$ cat src/rtl/syn_gpu_mulberry_arb.sv
// Mulberry bus crossbar arbiter: per-slave round-robin issue, MID-routed registered responses.
// Latency 1 cycle request->slv_req and response->mst_rsp_vld; slv_req held until slv_rdy. Optional macro: SYN_GPU_MULBERRY_TMO_EN.
module syn_gpu_mulberry_arb #(
  parameter int P_NUM_MASTERS = 3,
  parameter int P_NUM_SLAVES  = 3,
  parameter int P_DATA_W      = 32,
  parameter int P_TMO_CYCLES  = 255
) (
  input  logic                              clk_ir,
  input  logic                              rst_il,
  input  logic [P_NUM_MASTERS-1:0]          mst_req,
  input  logic [2*P_NUM_MASTERS-1:0]        mst_sid,
  input  logic [P_DATA_W*P_NUM_MASTERS-1:0] mst_data,
  output logic [P_NUM_MASTERS-1:0]          mst_gnt,
  output logic [P_NUM_MASTERS-1:0]          mst_rsp_vld,
  output logic [P_DATA_W*P_NUM_MASTERS-1:0] mst_rsp_data,
  output logic [P_NUM_MASTERS-1:0]          mst_rsp_err,
  output logic [P_NUM_SLAVES-1:0]           slv_req,
  output logic [2*P_NUM_SLAVES-1:0]         slv_mid,
  output logic [P_DATA_W*P_NUM_SLAVES-1:0]  slv_data,
  input  logic [P_NUM_SLAVES-1:0]           slv_rdy,
  input  logic [P_NUM_SLAVES-1:0]           slv_rsp_vld,
  input  logic [2*P_NUM_SLAVES-1:0]         slv_rsp_mid,
  input  logic [P_DATA_W*P_NUM_SLAVES-1:0]  slv_rsp_data
);
  localparam int LP_NM = P_NUM_MASTERS;
  localparam int LP_NS = P_NUM_SLAVES;
  localparam logic [3:0] LP_SID_LEGAL = 4'((1 << (LP_NS + 1)) - 2);

  if (P_TMO_CYCLES < 1 || P_TMO_CYCLES > 255 || LP_NM > 3 || LP_NS > 3) begin : g_cfg_err
    $error("syn_gpu_mulberry_arb: unsupported parameter set");
  end

  typedef enum logic [1:0] {M_IDLE = 2'd0, M_WAIT_SLV = 2'd1, M_WAIT_RSP = 2'd2} mst_st_t;
  typedef enum logic {S_IDLE = 1'b0, S_ISSUE = 1'b1} slv_st_t;

  mst_st_t             r_mst_st   [LP_NM];
  logic [LP_NM-1:0]    r_mst_gnt;
  logic [LP_NM-1:0]    r_rsp_vld;
  logic [LP_NM-1:0]    r_rsp_err;
  logic [P_DATA_W-1:0] r_rsp_data [LP_NM];
  slv_st_t             r_slv_st   [LP_NS];
  logic [LP_NS-1:0]    r_slv_req;
  logic [1:0]          r_slv_mid  [LP_NS];
  logic [P_DATA_W-1:0] r_slv_data [LP_NS];
  logic [1:0]          r_rr_ptr   [LP_NS];
`ifdef SYN_GPU_MULBERRY_TMO_EN
  localparam logic [7:0] LP_TMO_LAST = 8'(P_TMO_CYCLES - 1);
  logic [7:0]          r_tmo_cnt  [LP_NM];
`endif

  logic [LP_NM-1:0]    w_elig, w_ill, w_cap, w_gnt_nxt, w_rsp_hit;
  logic [P_DATA_W-1:0] w_rsp_dat  [LP_NM];
  logic [LP_NS-1:0]    w_win_vld;
  logic [1:0]          w_win_idx  [LP_NS];

  // The grant cycle is the last cycle a master may still hold mst_req, so it is not eligible then.
  always_comb begin
    for (int i = 0; i < LP_NM; i++) begin
      w_elig[i] = (r_mst_st[i] == M_IDLE) && mst_req[i] && !r_mst_gnt[i];
      w_ill[i]  = w_elig[i] && !LP_SID_LEGAL[mst_sid[2*i +: 2]];
    end
  end

  always_comb begin
    int   m;
    logic found;
    m     = 0;
    found = 1'b0;
    for (int j = 0; j < LP_NS; j++) begin
      w_win_vld[j] = 1'b0;
      w_win_idx[j] = 2'd0;
      found        = 1'b0;
      for (int k = 0; k < LP_NM; k++) begin
        m = (int'(r_rr_ptr[j]) + k) % LP_NM;
        if (r_slv_st[j] == S_IDLE && !found && w_elig[m] && mst_sid[2*m +: 2] == 2'(j + 1)) begin
          found        = 1'b1;
          w_win_vld[j] = 1'b1;
          w_win_idx[j] = 2'(m);
        end
      end
    end
  end

  always_comb begin
    for (int i = 0; i < LP_NM; i++) begin
      w_cap[i]     = 1'b0;
      w_gnt_nxt[i] = 1'b0;
      for (int j = 0; j < LP_NS; j++) begin
        if (w_win_vld[j] && w_win_idx[j] == 2'(i))
          w_cap[i] = 1'b1;
        if (r_slv_st[j] == S_ISSUE && slv_rdy[j] && r_slv_mid[j] == 2'(i + 1))
          w_gnt_nxt[i] = 1'b1;
      end
    end
  end

  // Lowest responding slave claims the master; a zero-wait slave may answer in its accept cycle.
  always_comb begin
    logic found;
    found = 1'b0;
    for (int i = 0; i < LP_NM; i++) begin
      w_rsp_hit[i] = 1'b0;
      w_rsp_dat[i] = '0;
      found        = 1'b0;
      for (int j = 0; j < LP_NS; j++) begin
        if (!found && slv_rsp_vld[j] && slv_rsp_mid[2*j +: 2] == 2'(i + 1)) begin
          found        = 1'b1;
          w_rsp_hit[i] = (r_mst_st[i] == M_WAIT_RSP) || (r_mst_st[i] == M_WAIT_SLV && w_gnt_nxt[i]);
          w_rsp_dat[i] = slv_rsp_data[P_DATA_W*j +: P_DATA_W];
        end
      end
    end
  end

  always_ff @(posedge clk_ir or negedge rst_il) begin
    if (!rst_il) begin
      r_mst_gnt <= '0;
      r_rsp_vld <= '0;
      r_rsp_err <= '0;
      for (int i = 0; i < LP_NM; i++) begin
        r_mst_st[i]   <= M_IDLE;
        r_rsp_data[i] <= '0;
`ifdef SYN_GPU_MULBERRY_TMO_EN
        r_tmo_cnt[i]  <= 8'd0;
`endif
      end
    end else begin
      for (int i = 0; i < LP_NM; i++) begin
        r_mst_gnt[i]  <= w_gnt_nxt[i] || w_ill[i];
        r_rsp_vld[i]  <= 1'b0;
        r_rsp_err[i]  <= 1'b0;
        r_rsp_data[i] <= '0;
        case (r_mst_st[i])
          M_IDLE: begin
            if (w_ill[i]) begin
              r_rsp_vld[i] <= 1'b1;
              r_rsp_err[i] <= 1'b1;
            end else if (w_cap[i]) begin
              r_mst_st[i] <= M_WAIT_SLV;
            end
          end
          M_WAIT_SLV: begin
            if (w_gnt_nxt[i]) begin
              if (w_rsp_hit[i]) begin
                r_rsp_vld[i]  <= 1'b1;
                r_rsp_data[i] <= w_rsp_dat[i];
                r_mst_st[i]   <= M_IDLE;
              end else begin
                r_mst_st[i]   <= M_WAIT_RSP;
              end
`ifdef SYN_GPU_MULBERRY_TMO_EN
              r_tmo_cnt[i] <= 8'd0;
`endif
            end
          end
          M_WAIT_RSP: begin
            if (w_rsp_hit[i]) begin
              r_rsp_vld[i]  <= 1'b1;
              r_rsp_data[i] <= w_rsp_dat[i];
              r_mst_st[i]   <= M_IDLE;
            end
`ifdef SYN_GPU_MULBERRY_TMO_EN
            else if (r_tmo_cnt[i] == LP_TMO_LAST) begin
              r_rsp_vld[i] <= 1'b1;
              r_rsp_err[i] <= 1'b1;
              r_mst_st[i]  <= M_IDLE;
            end else begin
              r_tmo_cnt[i] <= r_tmo_cnt[i] + 8'd1;
            end
`endif
          end
          default: r_mst_st[i] <= M_IDLE;
        endcase
      end
    end
  end

  always_ff @(posedge clk_ir or negedge rst_il) begin
    if (!rst_il) begin
      r_slv_req <= '0;
      for (int j = 0; j < LP_NS; j++) begin
        r_slv_st[j]   <= S_IDLE;
        r_slv_mid[j]  <= 2'd0;
        r_slv_data[j] <= '0;
        r_rr_ptr[j]   <= 2'd0;
      end
    end else begin
      for (int j = 0; j < LP_NS; j++) begin
        case (r_slv_st[j])
          S_IDLE: begin
            if (w_win_vld[j]) begin
              r_slv_st[j]   <= S_ISSUE;
              r_slv_req[j]  <= 1'b1;
              r_slv_mid[j]  <= w_win_idx[j] + 2'd1;
              r_slv_data[j] <= mst_data[P_DATA_W*int'(w_win_idx[j]) +: P_DATA_W];
            end
          end
          S_ISSUE: begin
            if (slv_rdy[j]) begin
              r_slv_st[j]   <= S_IDLE;
              r_slv_req[j]  <= 1'b0;
              r_slv_mid[j]  <= 2'd0;
              r_slv_data[j] <= '0;
              // mid already equals winner+1; wrap past the last master
              r_rr_ptr[j]   <= (int'(r_slv_mid[j]) >= LP_NM) ? 2'd0 : r_slv_mid[j];
            end
          end
          default: r_slv_st[j] <= S_IDLE;
        endcase
      end
    end
  end

  assign mst_gnt     = r_mst_gnt;
  assign mst_rsp_vld = r_rsp_vld;
  assign mst_rsp_err = r_rsp_err;
  assign slv_req     = r_slv_req;

  for (genvar gi = 0; gi < LP_NM; gi++) begin : g_mst_out
    assign mst_rsp_data[P_DATA_W*gi +: P_DATA_W] = r_rsp_data[gi];
  end
  for (genvar gj = 0; gj < LP_NS; gj++) begin : g_slv_out
    assign slv_mid[2*gj +: 2]             = r_slv_mid[gj];
    assign slv_data[P_DATA_W*gj +: P_DATA_W] = r_slv_data[gj];
  end

endmodule

$ cat config.mk
export PLATFORM = sky130hd
export DESIGN_NAME = syn_gpu_mulberry_arb
export DESIGN_NICKNAME = d
export VERILOG_FILES = /design/src/rtl/syn_gpu_mulberry_arb.sv
export SDC_FILE = /design/constraint.sdc
export NUM_CORES = 1
export LEC_CHECK = 0
export ABC_CLOCK_PERIOD_IN_PS = 7400
export CAP_MARGIN = 20
export CORE_AREA = 2 2 165 167
export DETAILED_ROUTE_END_ITERATION = 8
export DIE_AREA = 0 0 167 169
export HOLD_SLACK_MARGIN = 0.03
export PLACE_DENSITY = 0.87
export SLEW_MARGIN = 0
export SYNTH_ARGS = -nofsm -noshare
export SYNTH_HDL_FRONTEND = slang
export SYNTH_SLANG_ARGS = --single-unit
$ cat constraint.sdc
create_clock -name clk_ir -period 7.4 [get_ports clk_ir]
set_clock_uncertainty 0.2 [all_clocks]
set_input_delay 2.22 -clock clk_ir [delete_from_list [all_inputs] [get_ports clk_ir]]
set_output_delay 2.22 -clock clk_ir [all_outputs]
set_load 0.03 [all_outputs]
== After elaboration in Yosys (flattened, before gate mapping) ==
Cells that the tools add are included.

* Logic and storage cells: 414
* Flip-flop bits (word level): 225
* Output and inout port bits: 210

* Shifts and indexed selects: 12
* Div/mod/pow operators: 9
* Bitwise gates (word level): 3
* Order comparisons: 15
* Mux-type cells: 174
* Reductions and logical operators: 111
* $add $sub $neg: 9
* Equality and inequality tests: 57

{| class="wikitable"
|+ Operators by type and width
! operator !! count
|-
| 32-bit two-way mux || 21
|-
| 32-bit one-hot mux with 2 select lines || 6
|-
| 32-bit by 4-bit < comparator with 1-bit output, second input constant || 9
|-
| 6-bit by 32-bit variable part select with 2-bit output || 9
|-
| 96-bit by 8-bit variable part select with 32-bit output || 3
|-
| 32-bit by 3-bit modulo with 32-bit output, second input constant || 6
|-
| 3-bit by 3-bit modulo with 32-bit output, second input constant || 3
|-
| 1-bit two-way mux || 87
|-
| 1-bit logical AND || 72
|-
| 2-bit two-way mux || 33
|-
| 2-bit == test, second input constant || 24
|-
| 2-bit inequality test, second input constant || 18
|-
| 2-bit by 1-bit == test with 1-bit output, second input constant || 15
|-
| 1-bit binary-select mux with 2-bit select || 12
|-
| 1-bit zero test || 18
|-
| 2-bit one-hot mux with 3 select lines || 3
|-
| 2-bit zero test || 6
|-
| 1-bit one-hot mux with 2 select lines || 6
|-
| 2-bit one-hot mux with 2 select lines || 3
|-
| 2-bit AND reduction || 6
|-
| 4-bit AND reduction || 3
|-
| 2-bit by 1-bit adder with 3-bit output, second input constant || 3
|-
| 2-bit by 2-bit adder with 3-bit output, second input constant || 3
|-
| 2-bit by 3-bit < comparator with 1-bit output, second input constant || 3
|-
| other kinds (5) || 18
|}

== Logic depth before layout (Yosys ltp) ==
Gate-level depths: netlist (run 1).

* Word-level depth: 27
* Mapped depth: 14
* Gate-level depth less buffers: 12

== Worst setup path after synthesis (run 1) ==
OpenSTA, ideal clock, no wires.

* Path kind: in2reg
* From: input port mst_sid[3]
* To: register r_mst_st[4] in the netlist's numbering
* Buffers on the path: 2
* Stages: 9
* Setup slack: 2732 ps
* Arrival: 4340 ps
* Data required time: 7072 ps
* Cell sequence: buf_6 -> nand2b_4 -> or4b_1 -> a211o_1 -> o31ai_1 -> buf_6 -> or3b_4 -> a31oi_4 -> mux2_1

* Cells in the longest elaborated chain, start to end: 21
* Elaborated cells between the ends (all ways): 74

{| class="wikitable"
|+ Ends and longest elaborated chain
! what !! line !! RTL
|-
| from (decl) || 12 || <nowiki>input logic [2*P_NUM_MASTERS-1:0] mst_sid,</nowiki>
|-
| 6-bit by 32-bit variable part select with 2-bit output || 76 || <nowiki>if (r_slv_st[j] == S_IDLE && !found && w_elig[m] && mst_sid[2*m +: 2] == 2'(j + 1)) begin</nowiki>
|-
| 2-bit by 1-bit == test with 1-bit output || 76 ||
|-
| 1-bit logical AND || 76 ||
|-
| 1-bit two-way mux || 76 ||
|-
| 1-bit zero test || 76 ||
|-
| 1-bit logical AND (3 in series) || 76 ||
|-
| 1-bit two-way mux || 76 ||
|-
| 1-bit zero test || 76 ||
|-
| 1-bit logical AND (3 in series) || 76 ||
|-
| 2-bit two-way mux || 76 ||
|-
| 2-bit zero test || 90 || <nowiki>if (w_win_vld[j] && w_win_idx[j] == 2'(i))</nowiki>
|-
| 1-bit logical AND || 90 ||
|-
| 1-bit two-way mux (2 in series) || 90 ||
|-
| 1-bit two-way mux (*) || 90 ||
|-
| 2-bit inequality test (no line) (*) || n/a ||
|-
| 4-bit AND reduction (no line) (*) || n/a ||
|-
| to (signal, indexed assignment) || 122 || <nowiki>r_mst_st[i] <= M_IDLE;</nowiki>
|-
| to (signal, indexed assignment) || 140 || <nowiki>r_mst_st[i] <= M_WAIT_SLV;</nowiki>
|-
| to (signal, indexed assignment) || 148 || <nowiki>r_mst_st[i] <= M_IDLE;</nowiki>
|-
| to (decl) || 37 || <nowiki>mst_st_t r_mst_st [LP_NM];</nowiki>
|}

Mark *: on every way between the ends. The rest lies on a longest branch, timed or not.
A chain may end at the register's enable or synchronous reset.

== Worst setup path in the final report (run 1) ==
* From: input port mst_sid[3]
* To: register r_slv_data, in the netlist slv_data[18]

* Cells in the longest elaborated chain, start to end: 17
* Elaborated cells between the ends (all ways): 26

{| class="wikitable"
|+ Ends and longest elaborated chain
! what !! line !! RTL
|-
| 6-bit by 32-bit variable part select with 2-bit output || 76 ||
|-
| 2-bit by 1-bit == test with 1-bit output || 76 ||
|-
| 1-bit logical AND || 76 ||
|-
| 1-bit two-way mux || 76 ||
|-
| 1-bit zero test || 76 ||
|-
| 1-bit logical AND (3 in series) || 76 ||
|-
| 1-bit two-way mux || 76 ||
|-
| 1-bit zero test || 76 ||
|-
| 1-bit logical AND (3 in series) || 76 ||
|-
| 2-bit two-way mux || 76 ||
|-
| 96-bit by 8-bit variable part select with 32-bit output || 196 || <nowiki>r_slv_data[j] <= mst_data[P_DATA_W*int'(w_win_idx[j]) +: P_DATA_W];</nowiki>
|-
| 32-bit two-way mux || 192 || <nowiki>if (w_win_vld[j]) begin</nowiki>
|-
| 32-bit one-hot mux with 2 select lines || 190 || <nowiki>case (r_slv_st[j])</nowiki>
|-
| to (signal, indexed assignment) || 196 ||
|-
| to (decl) || 45 || <nowiki>logic [P_DATA_W-1:0] r_slv_data [LP_NS];</nowiki>
|}

Parallel ways exist; a longest one is shown, timed or not. The select of a mux whose other input is x is not followed.

==> impl_results.md, run 1 <==
- GRT Max-Usage Layer: met2
- Worst-margin pin slew: about 0.96 ns
- Area Growth Syn to Fin: 43.7%
- Final Hold Fails: 0
- Worst R2R Path Depth: 11
- Leak: 7.69 nW
- Reg clk slew, reported paths: 0.06 ns
- Crit-path slowest cell: clkdlybuf4s50_1
- Setup-failing EPs final: 0
- Vias: approximately 13000
- Most used DFF post-synth: dfrtp_1
- CTS root buf: clkbuf_16
- Cell with the most instances on the worst path: a21oi_1
- GRT Total Usage: between 30 and 40%
- Crit end category: flip-flop
- Area of the multi-input gates: between 6000 and 7000 um2
- Async set or reset register ratio after synthesis: 100%
- Post-layout minimum cycle time: 5.26 ns
- GP Congestion: 0.986
- Commonest non-fill, non-tap cell in the layout: clkdlybuf4s50_1
- CTS Sinks: between 200 and 250
- Filler instances: about 2100
- Setup CP Type: primary input to flip-flop
- Switching Power: 2.63 mW
- Vias per cell: 6.33
- EDFF count, synth: 0
- Reg power frac: 29.6%
- Unrepaired setup endpoints after global routing: no
- Met3 Use GR: a little under a tenth
- Clock Latency Late Sink: between 0.5 and 0.6 ns
- Cells after synthesis: between 1000 and 1500
- YS warnings: 0
- Max cap viols: 0
- Tcrit/Tclk final: 71.1%
- Data required time of the worst path: 7.58 ns
- Pin count of the biggest net entering global routing: between 100 and 150
- Core Util, Final: between 60% and 70%
- Synth unique cells: slightly below 70
- Met2 Use GR: 56.5%
- Most frequent cells in the layout: clkdlybuf4s50_1, dfrtp_1, nor2_1
- GR Util met1: about 41%
- Post-cts gate resize count: 0
- Switching Fraction: 43.5%
- Total global routing overflow: 0
- Drt wl/cell: between 20 and 25 um
- Top cell type's share of synthesized area: a little under half
- Initial antenna violation count: 5
- Sequential cell area: 5630 um2
- Core area: 26500 um2
- Vias in the first global route: 12691
- Drt pass-1 iters: 7
- Routed WL: 49300 um
- Syn_nets: 1531
- CTS tree: built
- Starting Density: a little under half
- Status: finished clean
- Rows: 60
- Max Root-Sink Buffers: 3
- Die Wd: 167 um
- Hold Crit Depth: 1
- Most area-consuming cells after synthesis: dfrtp_1, mux2i_1, a221oi_1, nor2_1, ha_1
- Post-CTS Hold Buffers: 0
- Crit path arrival time: 5.45 ns
- Clock group share of total power: 20.4%
- Die area: 28200 um2
- NumNets Final: 1903
- Power Internal: 3.42 mW
- DP HPWL: 33800 um
- Hold Crit Class: flip-flop to flip-flop
- Routed Antenna Nets: 0
- Post-synth top area cell: dfrtp_1
- Mapped cell area: 12300 um2
- 1st-iter DRT viols: 1367
- Seq cells post-synth: 225
- Critical Path Fanout Max: 62
- Slew HR: 35.6%
- Layout cells sized above 1: 6.19%
- Inserted Clock Buffers: 26
- Post-CTS Setup Bufs: 0
- Startpoint types: primary input
- Total power: 6.06 mW
- Crit path cell chain: clkdlybuf4s50_1 > nand2b_4 > or4b_1 > a21oi_1 > a31oi_1 > a21oi_4 > buf_4 > nor2_1 > a21oi_1 > o21ai_0
- Die Height: roughly 170 um
- VDD IR max: 0.253 mV
- First-pass GRT wire length: 74600 um
- Syn_area_per_cell: 9.64 um2
- I/O pin total: ~430
- Max-slew violations: 0
- PwrDens: 343 nW/um2
- Port-buffer cells: 424
- CP max stage delay: ~0.59 ns
- Seq/Total Area, Yosys: 45.9%
- H-tree depth: 1
- # DRC: 0
- Comb pwr share: between 50% and 60%
- Final TNS setup: 0 ns
- FMAX: 190 MHz
## flip-flops by register name, summed over array words and instances (netlist names)
name          count
slv_mid           6
r_slv_st          3
r_mst_st          6
r_rr_ptr          6
mst_rsp_err       3
slv_data         96
mst_rsp_vld       3
mst_gnt           3
mst_rsp_data     96
slv_req           3
## final cells by class
cell class | instances | share of cell area (%)
diodes | 4 | 0.0567
clock buffers | 38 | 4.28
clock inverters | 9 | 0.376
inverters | 30 | 0.638
multi-input cells | 912 | 35.0
flip-flops and latches | 225 | 31.9
well taps | 341 | 2.42
repair buffers | 451 | 25.3
## final timing paths
check	slack [ns]	endpoint	start
max reg2reg	3.59	slv_data[18]	r_mst_st[3]
min reg2reg	0.28	slv_req[1]	slv_req[1]
max in group asynchronous	4.31	mst_rsp_data[82]	rst_il
max	2.14	slv_data[18]	mst_sid[3]
min	0.28	slv_req[1]	slv_req[1]
min in group asynchronous	1.47	slv_data[39]	rst_il
## stage by stage
stage | cells | hold WS, ns | setup WS [ns] | instance area, um2
after floorplan | 1274 | 0.316 | 2.73 | 12300
after global placement | 1959 | 0.263 | 1.82 | 16800
after detailed placement | 1959 | 0.274 | 1.71 | 16800
after CTS | 2006 | 0.287 | 2.22 | 17600
after global routing | 2010 | 0.308 | 1.98 | 17600
final | 2010 | 0.284 | 2.14 | 17600
## cell families (layout without fill, tap and decap cells)
group / count (synthesis) / after routing / share of synthesized area (%)
buffers and inverters: 137 / 528 / 4.61
other: 0 / 4 / 0
multiplexers: 107 / 107 / 8.77
XOR/XNOR: 1 / 1 / 0.0713
AND/OR/NAND/NOR: 403 / 403 / 16.1
AO/OA/AOI/OAI: 359 / 359 / 20.3
adder cells (fa/ha/maj): 42 / 42 / 4.28
flip-flops: 225 / 225 / 45.9
## layer usage
metal / part of all wire, % / up-vias
met2: 48 / 879
met5: 0.032 / -
met1: 36 / 6172
met4: 4.9 / 2
met3: 11 / 182
li1: - / 5494
## Yosys cell counts (all sizes together) (3+ instances only)
| master | number |
|---|---|
| o211ai | 3 |
| inv | 30 |
| a31oi | 7 |
| a221oi | 99 |
| a211o | 3 |
| clkbuf | 80 |
| nand2 | 39 |
| dfrtp | 225 |
| o31a | 3 |
| o21ai | 98 |
| nand3 | 37 |
| nor3b | 8 |
| o21bai | 3 |
| ha | 42 |
| mux2 | 5 |
| buf | 27 |
| nand4b | 5 |
| nor2b | 5 |
| and3 | 3 |
| a22oi | 65 |
| nor3 | 103 |
| a21oi | 48 |
| nand4 | 7 |
| and4bb | 3 |
| nand3b | 6 |
| or2 | 6 |
| o21a | 5 |
| nand2b | 10 |
| nor4 | 3 |
| a21o | 9 |
| nor2 | 151 |
| mux2i | 102 |
## power groups by stage
stage | clock, mW | combinational, mW | sequential (mW)
5_1_grt | 1.31 | 3.23 | 1.82
4_1_cts | 1.26 | 3.00 | 1.79
3_3_place_gp | 0 | 2.92 | 1.79
6_report | 1.24 | 3.03 | 1.79
2_1_floorplan | 0 | 1.34 | 2.22
3_5_place_dp | 0 | 2.98 | 1.80
## worst max-delay path: cells and delay by family
kind	cells	cell delay, ns
AOI/OAI and AO/OA	5	1.15
buffers and inverters	2	1.17
and+or+nand+nor	3	0.87
Note: power is estimated with default switching activity, not from simulation.
==> run 2: changes to the inputs <==
--- a/config.mk
+++ b/config.mk
@@ -5,13 +5,14 @@
 export SDC_FILE = /design/constraint.sdc
 export NUM_CORES = 1
 export LEC_CHECK = 0
-export ABC_CLOCK_PERIOD_IN_PS = 7400
+export ABC_CLOCK_PERIOD_IN_PS = 4500
 export CAP_MARGIN = 20
-export CORE_AREA = 2 2 165 167
+export CORE_ASPECT_RATIO = 1.1
+export CORE_MARGIN = 2
+export CORE_UTILIZATION = 42
 export DETAILED_ROUTE_END_ITERATION = 8
-export DIE_AREA = 0 0 167 169
 export HOLD_SLACK_MARGIN = 0.03
-export PLACE_DENSITY = 0.87
+export PLACE_DENSITY = 0.83
 export SLEW_MARGIN = 0
 export SYNTH_ARGS = -nofsm -noshare
 export SYNTH_HDL_FRONTEND = slang
==> constraint.sdc (replaced) <==
create_clock -name clk_ir -period 4.5 [get_ports clk_ir]
set_clock_uncertainty 0.2 [all_clocks]
set_input_delay 1.35 -clock clk_ir [delete_from_list [all_inputs] [get_ports clk_ir]]
set_output_delay 1.35 -clock clk_ir [all_outputs]
set_load 0.03 [all_outputs]
==> run 2 against run 1 <==
Non-clock buffer count up 11. Utilization is 4.2 points lower. Clock power increased by 75%. Design area rose by 1.6%. The run now ends with DRC left. Register-to-register slack worse by 2.5 ns. Via count is 0.10% higher. Critical path type unchanged. Final cell count grew 1.6%.
==> impl_results.md, run 2 (synthesized netlist as in run 1, its figures left out) <==
- Crit path arrival time: 4.08 ns (-1.37 ns)
- Comb pwr share: 49.8% (-0.2 points)
- Critical Path Fanout Max: 33 (-47%)
- VDD IR max: 0.435 mV (+72%)
- CTS Sinks: 225 (unchanged)
- Initial antenna violation count: 1 (-4)
- NumNets Final: 1913 (+0.53%)
- FMAX: 257 MHz
- Final TNS setup: 0 ns (unchanged)
- Layout cells sized above 1: 6.87% (+0.68 points)
- Post-Layout Cell Count: 2042 (+1.6%)
- Worst Setup SP: mst_sid[4]
- Commonest non-fill, non-tap cell in the layout: clkdlybuf4s50_1
- Dpl ws: 0.133 ns (-1.58 ns)
- Post-cts gate resize count: 0 (unchanged)
- Ant. Diodes: 0 (-4)
- Drt pass-1 iters: 8 (+1)
- Worst-margin pin slew: 0.800 ns (-0.164 ns)
- Max-slew violations: 0 (unchanged)
- Hold_sp: slv_req[2]
- Clock group share of total power: 21.4% (+1.0 points)
- Max cap viols: 0 (unchanged)
- Placed insts: 1997 (+1.9%)
- Switching Fraction: 42.6% (-0.91 points)
- Post-CTS Hold Buffers: 0 (unchanged)
- Vias per cell: 6.24 (-1.5%)
- Startpoint types: primary input
- Failing checks: DRC
- Hold Crit Class: flip-flop to flip-flop
- Data required time of the worst path: 4.69 ns (-2.89 ns)
- Max Root-Sink Buffers: 3 (unchanged)
- Port-buffer cells: 424 (unchanged)
- Rows: 65 (+8.3%)
- PwrDens: 566 nW/um2 (+65%)
- 1st-iter DRT viols: 1353 (-1.0%)
- Inserted Clock Buffers: 25 (-3.8%)
- Clock Latency Late Sink: 0.53 ns (about the same)
- Core area: 28700 um2 (+8.3%)
- Status: complete, but fails checks
- I/O pin total: 425 (unchanged)
- Reg power frac: 28.9% (-0.7 points)
- Core Util, Final: 62.4% (-4.2 points)
- Reg clk slew, reported paths: 0.06 ns (about the same)
- Setup WS post-layout: 0.610 ns (-1.53 ns)
- CTS root buf: clkbuf_16
- Tcrit/Tclk final: a little under 90%
- DP HPWL: 32900 um (-2.7%)
- Switching Power: 4.32 mW (+64%)
- Drt wl/cell: 23.6 um (-3.6%)
- # DRC: 1 (+1)
- Power Internal: 5.83 mW (+70%)
- Leak: 7.81 nW (+1.5%)
- Setup CP Type: primary input to flip-flop
- GP Congestion: 0.908 (-7.9%)
- Die Wd: 167 um (about the same)
- Total global routing overflow: 0 (unchanged)
- Placement Cell Area: 17100 um2 (+1.5%)
- WHS: 0.275 ns (-0.00961 ns)
- Most frequent cells in the layout: clkdlybuf4s50_1, dfrtp_1, nor2_1
- Setup-failing EPs final: 0 (unchanged)
- Final Hold Fails: 0 (unchanged)
- Die Height: 183 um (+8.5%)
- Unrepaired setup endpoints after global routing: no
- Starting Density: 42.8% (-3.6 points)
- First-pass GRT wire length: 74300 um (-0.47%)
- Vias in the first global route: 12949 (+2.0%)
- Routed WL: 48300 um (-2.1%)
- CTS tree: built
- GRT Total Usage: 30.4% (-3.1 points)
- Post-CTS Setup Bufs: 0 (unchanged)
- Final instance area: 17900 um2 (+1.6%)
- Crit end category: flip-flop
- Routed Antenna Nets: 0 (unchanged)
- Die area: 30600 um2 (+8.5%)
- Pin count of the biggest net entering global routing: 96 (-31%)
- Critical R2R Launch: r_rr_ptr[4]
- Total power: 10.1 mW (+68%)
- Area Growth Syn to Fin: 45.9%
- Post-layout minimum cycle time: 3.89 ns
- H-tree depth: 1 (unchanged)
- Slew HR: 46.7% (+11 points)
- Vias: 12742 (+0.10%)
==> run 2: final cells by class <==
class / instances / area (um2)
clock buffer: 30 / 664
clock inverter: 15 / 193
fill: 2308 / 10800
inverter: 30 / 113
multi-input combinational: 912 / 6190
sequential: 225 / 5630
tap: 368 / 460
timing repair buffer: 462 / 4670
==> run 2: power groups by stage <==
| stage | sequential (mW) | combinational (mW) | clock (mW) |
|---|---|---|---|
| finish | 2.93 | 5.05 | 2.17 |
| CTS | 2.92 | 5.02 | 2.20 |
| global placement | 2.93 | 4.87 | 0 |
| detailed placement | 2.95 | 4.98 | 0 |
| floorplan | 3.65 | 2.21 | 0 |
| global route | 2.99 | 5.38 | 2.28 |
==> run 2: critical path, stage by stage <==
cell and delay [ns]:
clkdlybuf4s50_1 0.52, and4b_1 0.35, and2_1 0.27, nor2_1 0.07, a211oi_1 0.53, o21bai_1 0.26, a21oi_2 0.05, buf_4 0.28
a22oi_1 0.22, o21ai_0 0.13
==> run 2: final timing paths <==
path                                    end  slack [ns]  cells past startpoint
setup / recovery               slv_data[89]        0.61                     10
hold / removal                   slv_req[2]        0.27                      2
setup reg to reg                r_mst_st[4]        1.08                     10
hold reg to reg                  slv_req[2]        0.27                      2
max in group asynchronous  mst_rsp_data[35]        2.57                      2
min in group asynchronous       r_rr_ptr[0]        0.62                      1
==> run 2: layer usage <==
layer  share of wire, %  up-vias  track usage (%)
met2                 48      882             52.1
met3                 12      180             9.26
met1                 35     6175             35.2
li1                   -     5505                -
met5                  0        -                0
met4                4.5        0             13.7
